## src/rtl/tc_div_29s_11ns_seq.sv

```systemverilog
// tc_div_29s_11ns_seq: sequential signed/unsigned restoring divider with saturated quotient and signed remainder
module tc_div_29s_11ns_seq #(
  parameter int ID         = 1,
  parameter int din0_WIDTH = 29,
  parameter int din1_WIDTH = 11,
  parameter int dout_WIDTH = 18
) (
  input  logic                  ap_clk,
  input  logic                  ap_rst,
  input  logic                  in_valid,
  output logic                  in_ready,
  input  logic [din0_WIDTH-1:0] din0,
  input  logic [din1_WIDTH-1:0] din1,
  output logic                  out_valid,
  input  logic                  out_ready,
  output logic [dout_WIDTH-1:0] quot,
  output logic [11:0]           rem,
  output logic                  ovf,
  output logic                  dbz
);
  if (din0_WIDTH != 29 || din1_WIDTH != 11 || dout_WIDTH != 18 || ID < 0) begin : g_bad_cfg
    $error("tc_div_29s_11ns_seq supports only 29/11/18 widths");
  end
  typedef enum logic [1:0] {IDLE, CALC, FIX, DONE} state_t;
  state_t state, nxt;
  logic        neg, zero;
  logic [28:0] mag, qm;
  logic [10:0] dv;
  logic [11:0] pr, sh;
  logic [4:0]  cnt;
  logic        ge, ovf_n;
  logic [17:0] quot_n;
  logic [11:0] rem_n;
  assign in_ready  = state == IDLE;
  assign out_valid = state == DONE;
  assign sh = {pr[10:0], mag[28]};
  assign ge = sh >= {1'b0, dv};
  // state register
  always_ff @(posedge ap_clk)
    state <= ap_rst ? IDLE : nxt;
  // next-state logic
  always_comb begin
    nxt = state;
    unique case (state)
      IDLE: if (in_valid) nxt = (din1 == '0) ? FIX : CALC;
      CALC: if (cnt == 5'd28) nxt = FIX;
      FIX:  nxt = DONE;
      DONE: if (out_ready) nxt = IDLE;
    endcase
  end
  // sign application and saturation of the finished magnitude
  always_comb begin
    ovf_n  = !zero && (neg ? qm > 29'd131072 : qm > 29'd131071);
    quot_n = (zero || ovf_n) ? (neg ? 18'h20000 : 18'h1ffff) : (neg ? -qm[17:0] : qm[17:0]);
    rem_n  = zero ? 12'd0 : (neg ? -pr : pr);
  end
  // operand capture, one restoring step per CALC cycle, result registers
  always_ff @(posedge ap_clk) begin
    if (ap_rst) begin
      {neg, zero, mag, qm, dv, pr, cnt} <= '0;
      {quot, rem, ovf, dbz} <= '0;
    end else begin
      if (state == IDLE && in_valid) begin
        neg  <= din0[28];
        zero <= din1 == '0;
        mag  <= din0[28] ? -din0 : din0;
        dv   <= din1;
        pr   <= '0;
        qm   <= '0;
        cnt  <= '0;
      end
      if (state == CALC) begin
        pr  <= ge ? sh - {1'b0, dv} : sh;
        qm  <= {qm[27:0], ge};
        mag <= {mag[27:0], 1'b0};
        cnt <= cnt + 5'd1;
      end
      if (state == FIX) begin
        quot <= quot_n;
        rem  <= rem_n;
        ovf  <= ovf_n;
        dbz  <= zero;
      end
    end
  end
endmodule
```

## config.mk

```make
export PLATFORM = sky130hd
export DESIGN_NAME = tc_div_29s_11ns_seq
export DESIGN_NICKNAME = d
export VERILOG_FILES = /design/src/rtl/tc_div_29s_11ns_seq.sv
export SDC_FILE = /design/constraint.sdc
export NUM_CORES = 1
export LEC_CHECK = 0
export ABC_AREA = 1
export BUFFER_PORTS_ARGS = -buffer_cell sky130_fd_sc_hd__buf_2
export CAP_MARGIN = 20
export CORE_UTILIZATION = 46
export DETAILED_ROUTE_END_ITERATION = 10
export GPL_TIMING_DRIVEN = 0
export SKIP_CTS_REPAIR_TIMING = 1
export SLEW_MARGIN = 30
export SYNTH_ARGS = -nofsm -noshare
export SYNTH_HDL_FRONTEND = slang
export SYNTH_SLANG_ARGS = --single-unit
```

## constraint.sdc

```tcl
create_clock -name ap_clk -period 2.6 [get_ports ap_clk]
set_clock_uncertainty 0.1 [all_clocks]
set_input_delay 0.13 -clock ap_clk [delete_from_list [all_inputs] [get_ports ap_clk]]
set_output_delay 0.13 -clock ap_clk [all_outputs]
set_load 0.05 [all_outputs]
```

==> results of run 1 <==
-- cell families after synthesis --
group	Yosys count	share of synthesized area, %
AO/OA/AOI/OAI	248	19.0
XOR/XNOR	24	2.90
adder cells (fa/ha/maj)	22	3.91
buffers and inverters	194	10.2
flip-flops	122	33.7
AND/OR/NAND/NOR	523	30.2
-- synthesized netlist by cell type --
cell | number | area share, %
nor4_1 | 2 | 0.17
inv_1 | 144 | 7.5
nor2_4 | 2 | 0.31
o21a_1 | 3 | 0.31
fa_1 | 1 | 0.28
nand2_4 | 3 | 0.47
a21o_1 | 1 | 0.10
xnor2_1 | 6 | 0.73
nand4_1 | 9 | 0.78
clkbuf_1 | 37 | 1.9
o21ai_2 | 8 | 0.97
buf_2 | 4 | 0.28
a21oi_2 | 1 | 0.12
o22ai_1 | 14 | 1.2
buf_1 | 7 | 0.36
or3_1 | 1 | 0.087
or2_2 | 5 | 0.43
a31oi_1 | 16 | 1.4
buf_6 | 1 | 0.16
nand3_4 | 1 | 0.24
o21ai_1 | 2 | 0.14
a211oi_1 | 2 | 0.21
nand2_1 | 269 | 14
nor2_2 | 2 | 0.17
dfxtp_1 | 122 | 34
inv_2 | 1 | 0.052
nor3_1 | 11 | 0.76
xor2_1 | 18 | 2.2
o21bai_1 | 2 | 0.21
o211ai_1 | 16 | 1.7
nand2_2 | 3 | 0.26
nor2_1 | 138 | 7.2
ha_1 | 21 | 3.6
nand3_1 | 73 | 5.0
o21ai_0 | 65 | 4.5
and2_1 | 3 | 0.26
nand3_2 | 1 | 0.14
a21oi_1 | 118 | 8.2
-- worst min-delay path, stage by stage --
cell     delay, ps
buf_2           90
o21ai_0        110
a21oi_1        120
-- how the worst max path moves through the flow --
stage	cells after the start	from	endpoint
6_report	7	state[0]	mag[24]
5_1_grt	15	mag[28]	pr[9]
4_1_cts	7	state[0]	mag[24]
3_5_place_dp	7	state[0]	mag[24]
3_3_place_gp	7	state[0]	mag[24]
2_1_floorplan	10	state[0]	mag[28]
-- routing by layer --
metal | vias up | track usage [%] | part of all wire, %
met2 | 183 | 41.7 | 44
met4 | 0 | 8.19 | 1.7
li1 | 3911 | - | -
met3 | 30 | 4.52 | 4.5
met1 | 3423 | 38.7 | 50
met5 | - | 0 | 0
-- state kept, by name, indices dropped and copies added, names as in the netlist, 2 cells and up --
| name | flops |
|---|---|
| cnt | 5 |
| dv | 11 |
| mag | 29 |
| pr | 12 |
| qm | 29 |
| quot | 18 |
| rem | 12 |
| state | 2 |
-- power by group --
part / internal [mW] / switching (mW) / leakage, nW
Clock: 1.40 / 0.912 / 0.275
Combinational: 1.66 / 3.54 / 2.45
Sequential: 2.29 / 0.303 / 0.993
-- final cells by class --
class | count | area share (%)
clock inverters | 12 | 1.36
inverters | 145 | 6.27
clock buffers | 20 | 5.38
flip-flops and latches | 122 | 28.2
multi-input cells | 817 | 47.0
plain buffers | 49 | 2.45
repair buffers | 93 | 6.35
well taps | 211 | 3.04
-- per-stage QoR --
step           instance area [um^2]  power (mW)  util (%)
3_3_place_gp                   7880        7.55      51.7
6_report                       8670        10.1      56.9
2_1_floorplan                  7240        6.30         -
3_5_place_dp                   7880        7.57      51.7
5_1_grt                        8670        10.9      56.9
4_1_cts                        8470        9.92      55.5
==> results by group, run 1 <==
Die
  • Die Footprint: 0.0162 mm^2
  • Starting Density: 47.4%
  • Die Wd: 127 um
  • Rows: 45
  • Die Span Y: 127 um
  • I/O Pins: 78
  • Core footprint: 0.0153 mm^2

Clock tree
  • CTS tree: built
  • Clock Path Buffers: 2
  • Latest clock arrival within the worst-skew pair: 420 ps
  • Clock sink count: 122
  • # H-tree levels: 4
  • Clk slew on worst S/H paths: 60 ps
  • CTS Buf Count: 17
  • CTS root buffer: clkbuf_16

Worst setup path
  • CP Launch Type: register
  • CP arrival: 2660 ps
  • FF-to-FF path depth: 7
  • Worst r2r dst: mag[24]
  • Worst Setup End Kind: register
  • Reg2reg setup slack: 180 ps
  • CP Class: register to register
  • Crit path max-delay family: simple AND/OR/NAND/NOR gates
  • Critical R2R Launch: state[0]
  • Buf/Inv on CP: 2
  • Critical-path cell list: inv_1 > ha_1 > nand2_1 > nor2_4 > clkbuf_1 > o211ai_1 > a21oi_1
  • Max stage delay on crit path: 490 ps
  • CP required: 2850 ps
  • Largest fanout on the critical path: 10
  • Crit path max-delay cell type: clkbuf_1

STA
  • Worst slew margin: 55.5%
  • Fin crit share: 92.9%
  • Worst-Margin Slew: 667 ps
  • Final hold vios: 6
  • PnR worst setup slack: 185 ps
  • Hold WS: -39.8 ps
  • Post-Route Setup TNS: 0 ps
  • Fmax: 414 MHz
  • RSZ-0062 raised after global routing: false
  • Fin crit period: 2420 ps
  • Slew Limit Fails: 0
  • Final setup vio count: 0

Status
  • Status: finished, violations left
  • Failing checks: negative hold slack

Synthesis
  • Seq/Total Area, Yosys: 33.7%
  • Number of distinct library cells after synthesis: 38
  • Syn nets: 1199
  • Ys Warns: 0
  • Synthesized area per cell: 6.39 um^2
  • Netlist Area Pre-Place: 0.00724 mm^2
  • #FFs+latches synth: 122
  • Post-Synthesis Cells: 1133

Detailed routing
  • Post-route DRC: 0
  • Via/cell ratio: 5.14
  • Detailed Route Iter0 Violations: 539
  • DR pass1 iterations: 6
  • Antenna Nets Post-Route: 0
  • DR vias: 7547
  • DR WL/cell: 14.6 um
  • Routed Wire Length: 21.5 mm

Layout
  • Filler cells: 1577
  • Commonest non-fill, non-tap cells in the layout: nand2_1, inv_1, nor2_1
  • Area Overhead vs Synth: 19.9%
  • FF/Latch Area: 0.00244 mm^2
  • Non-Filler Instances: 1469
  • Final net count: 1311
  • Area taken by multi-input logic gates: 0.00408 mm^2
  • Most common cell after layout, fill and taps aside: nand2_1
  • ANT cells: 0
  • Share of layout cells above drive strength 1: 12.0%

Global routing
  • Initial antenna violation count: 0
  • Overall Global Routing Usage: 27.1%
  • Vias in the first global route: 6725
  • Largest net degree at the start of global routing: 17
  • Grt ovf: 0
  • First-pass GRT wire length: 34.4 mm

Power and ir drop
  • Leak Pwr: 3.72 nW
  • VDD IR max: 799 uV
  • Power per Cell Area: 1160 mW/mm^2

Job
  • Max Cap Viol: 0

Hold path
  • Hold Crit Class: input port to register
  • Hold endpoint: dv[1]
  • Hold depth: 3
  • Hold Startpoint: din1[1]

Place
  • Worst slack at placement: -180 ps
  • Number of port buffers: 76
  • Placed Cells: 1420
  • Placer Congestion: 0.933
  • Hpwl dp: 16.2 mm
Power figures use the tool's default switching activity.
==> run 2, diff against run 1 <==
Settings changed: ABC_AREA 1 to unset, PLACE_DENSITY set to 0.75.
==> run 2 against run 1 <==
The flow still finishes with violations (negative hold slack). Global-route usage fell by 2.7 points. Power down 11%. Largest cell class unchanged. Sequential power shrank 5%. Critical path depth grew 2. Core utilization rose by 0.14 points. Combinational power decreased by 19%. Critical path type unchanged. Synthesized cell count decreased by 19%. First-iteration DRC count rose by 20%. Synthesized area shrank 4.9%. Clock-buffer cell count increased by 2. Via count down 8.6%.
==> results by group, run 2 <==
Detailed routing
  • Met3 WL: 1.34 mm
  • Top Metal Used: met4
  • DR WL/cell: 15.5 um
  • Routed Wire Length: 18.9 mm
  • Via/cell ratio: 5.66
  • Post-route DRC: 0
  • DR pass1 iterations: 5
  • Wire length on met1: 8.75 mm
  • Detailed Route Iter0 Violations: 647
  • DR vias: 6899
  • Antenna Nets Post-Route: 0
  • Routed length on met2: 8.42 mm

Clock tree
  • CTS tree: built
  • Latest clock arrival within the worst-skew pair: 430 ps
  • # H-tree levels: 4
  • CTS Buf Count: 17
  • CTS root buffer: clkbuf_16
  • Clk slew on worst S/H paths: 50 ps
  • Clock sink count: 122
  • Clock Path Buffers: 2

Power and ir drop
  • Reg power frac: 27.4%
  • Total design power: 8.98 mW
  • Power share of the clock group: 25.9%
  • Switching power: 3.72 mW
  • Switching part of the total power: 41.4%
  • Power per Cell Area: 1080 mW/mm^2
  • VDD IR max: 642 uV
  • Leak Pwr: 3.39 nW
  • Comb pwr share: 46.7%
  • Internal: 5.26 mW

Layout
  • Filler cells: 1343
  • Commonest non-fill, non-tap cells in the layout: nor2_1, dfxtp_1, nand2_1
  • Non-Filler Instances: 1219
  • Area Overhead vs Synth: 20.8%
  • ANT cells: 0
  • Final net count: 1089
  • Most common cell after layout, fill and taps aside: nor2_1
  • Util after Layout: 57.0%
  • Share of layout cells above drive strength 1: 13.5%
  • Fin area: 0.00831 mm^2
  • Largest regs: mag x29, qm x29, quot x18

Worst setup path
  • Crit path max-delay family: compound AO/OA/AOI/OAI gates
  • CP Launch Type: register
  • CP arrival: 2700 ps
  • Max stage delay on crit path: 400 ps
  • Crit path max-delay cell type: fa_1
  • Buf/Inv on CP: 2
  • CP required: 2820 ps
  • Critical-path cell list: inv_1 > ha_1 > fa_1 > nand2b_1 > a21oi_2 > a41oi_1 > o211a_2 > buf_4 > o41ai_2
  • CP Class: register to register
  • Largest fanout on the critical path: 10
  • Reg2reg setup slack: 120 ps
  • Worst Setup End Kind: register

Die
  • Starting Density: 47.2%
  • Die Span Y: 124 um
  • Die Footprint: 0.0155 mm^2
  • Rows: 44
  • I/O Pins: 78
  • Core footprint: 0.0146 mm^2
  • Die Wd: 124 um

STA
  • PnR worst setup slack: 123 ps
  • Slew Limit Fails: 0
  • Final setup vio count: 0
  • Fmax: 404 MHz
  • Worst-Margin Slew: 638 ps
  • Hold WS: -7.05 ps
  • Worst slew margin: 57.5%
  • Final hold vios: 1
  • RSZ-0062 raised after global routing: true
  • Fin crit period: 2480 ps
  • Fin crit share: 95.3%

Place
  • Hpwl dp: 13.5 mm
  • Number of port buffers: 76
  • Worst slack at placement: -402 ps
  • Placed Area: 0.00749 mm^2
  • Placer Congestion: 0.912
  • Placed Cells: 1174

Synthesis
  • Number of distinct library cells after synthesis: 62
  • Area leader, netlist: dfxtp_1
  • #FFs+latches synth: 122
  • Syn nets: 980
  • Synth top area share: 35.5%
  • Netlist Area Pre-Place: 0.00688 mm^2
  • Post-Synthesis Cells: 914
  • EDFF count, synth: 0
  • Ys Warns: 0
  • Synthesized area per cell: 7.53 um^2
  • Most common cell in the netlist: nor2_1
  • Seq/Total Area, Yosys: 35.5%
  • Commonest cells post-synth: nor2_1, dfxtp_1, nand2_1, a21oi_1, clkbuf_1
  • Synth async-reset ratio: 0%
  • Top_reg_cell synth: dfxtp_1
  • Top cells by area, synth: dfxtp_1, nor2_1, a21oi_1

Global routing
  • Vias in the first global route: 6229
  • First-pass GRT wire length: 30.8 mm
  • Overall Global Routing Usage: 24.5%
  • Largest net degree at the start of global routing: 17
  • Initial antenna violation count: 0
  • Grt ovf: 0

Hold path
  • Hold Crit Class: input port to register

Status
  • Status: finished, violations left
  • Failing checks: negative hold slack

Job
  • Max Cap Viol: 0
## run 2: cell types whose count changed in the layout (fill, tap and decap cells not counted), moves of 16 or more
cell / previous run / this run
nand2_1: 268 / 117
inv_1: 144 / 34
nand3_1: 73 / 12
o21ai_0: 63 / 29
a21oi_1: 118 / 91
xnor2_1: 6 / 26
nand2b_1: 0 / 18
clkbuf_1: 36 / 52
## run 2: cell type report
cell class | count | area, um^2 | share of cell area, %
clock inverters | 9 | 95.1 | 1.14
plain buffers | 66 | 260 | 3.13
well taps | 184 | 230 | 2.77
clock buffers | 22 | 484 | 5.82
inverters | 36 | 135 | 1.63
flip-flops and latches | 122 | 2440 | 29.4
multi-input cells | 688 | 4140 | 49.7
repair buffers | 92 | 531 | 6.38
## run 2: power groups by stage
stage	clock network [mW]	registers (mW)	logic, mW
6_report	2.32	2.46	4.20
5_1_grt	2.43	2.50	4.61
4_1_cts	2.35	2.45	3.95
3_5_place_dp	0	2.49	3.94
3_3_place_gp	0	2.48	3.90
2_1_floorplan	0	2.61	2.86
## run 2: metal layers
| metal | vias up | global-route usage [%] |
|---|---|---|
| met4 | 0 | 8.86 |
| met5 | - | 0 |
| met1 | 3142 | 33.3 |
| li1 | 3424 | - |
| met2 | 294 | 38.1 |
| met3 | 39 | 5.11 |
## run 2: kinds of logic after synthesis
| kind of cell | Yosys count | synth area share, % |
|---|---|---|
| xor gates and xnor gates | 48 | 6.11 |
| DFF | 122 | 35.5 |
| buffers and inverters | 104 | 5.71 |
| AOI/OAI and AO/OA | 233 | 22.1 |
| and+or+nand+nor | 375 | 25.0 |
| muxes | 10 | 1.47 |
| adders and majority gates | 22 | 4.11 |
## run 2: worst register-to-register path: stages (launching register included)
cell      delay, ps
dfxtp_1         320
inv_1            60
ha_1            220
fa_1            400
nand2b_1        200
a21oi_2         170
a41oi_1          80
o211a_2         320
buf_4           200
o41ai_2         310
## run 2: worst paths after layout
kind	startpoint	endpoint	cells after the start
max	mag[28]	pr[11]	9
min	din0[19]	mag[19]	4
max reg2reg	mag[28]	pr[11]	9
min reg2reg	dv[2]	dv[2]	2
## run 2: metrics by stage
| stage | hold WS, ps | TNS (ps) |
|---|---|---|
| final | -7.05 | 0 |
| after global routing | 33.2 | -32.1 |
| after CTS | -150 | -6380 |
| after detailed placement | 291 | -6070 |
| after global placement | 287 | -6030 |
| after floorplan | 166 | 0 |
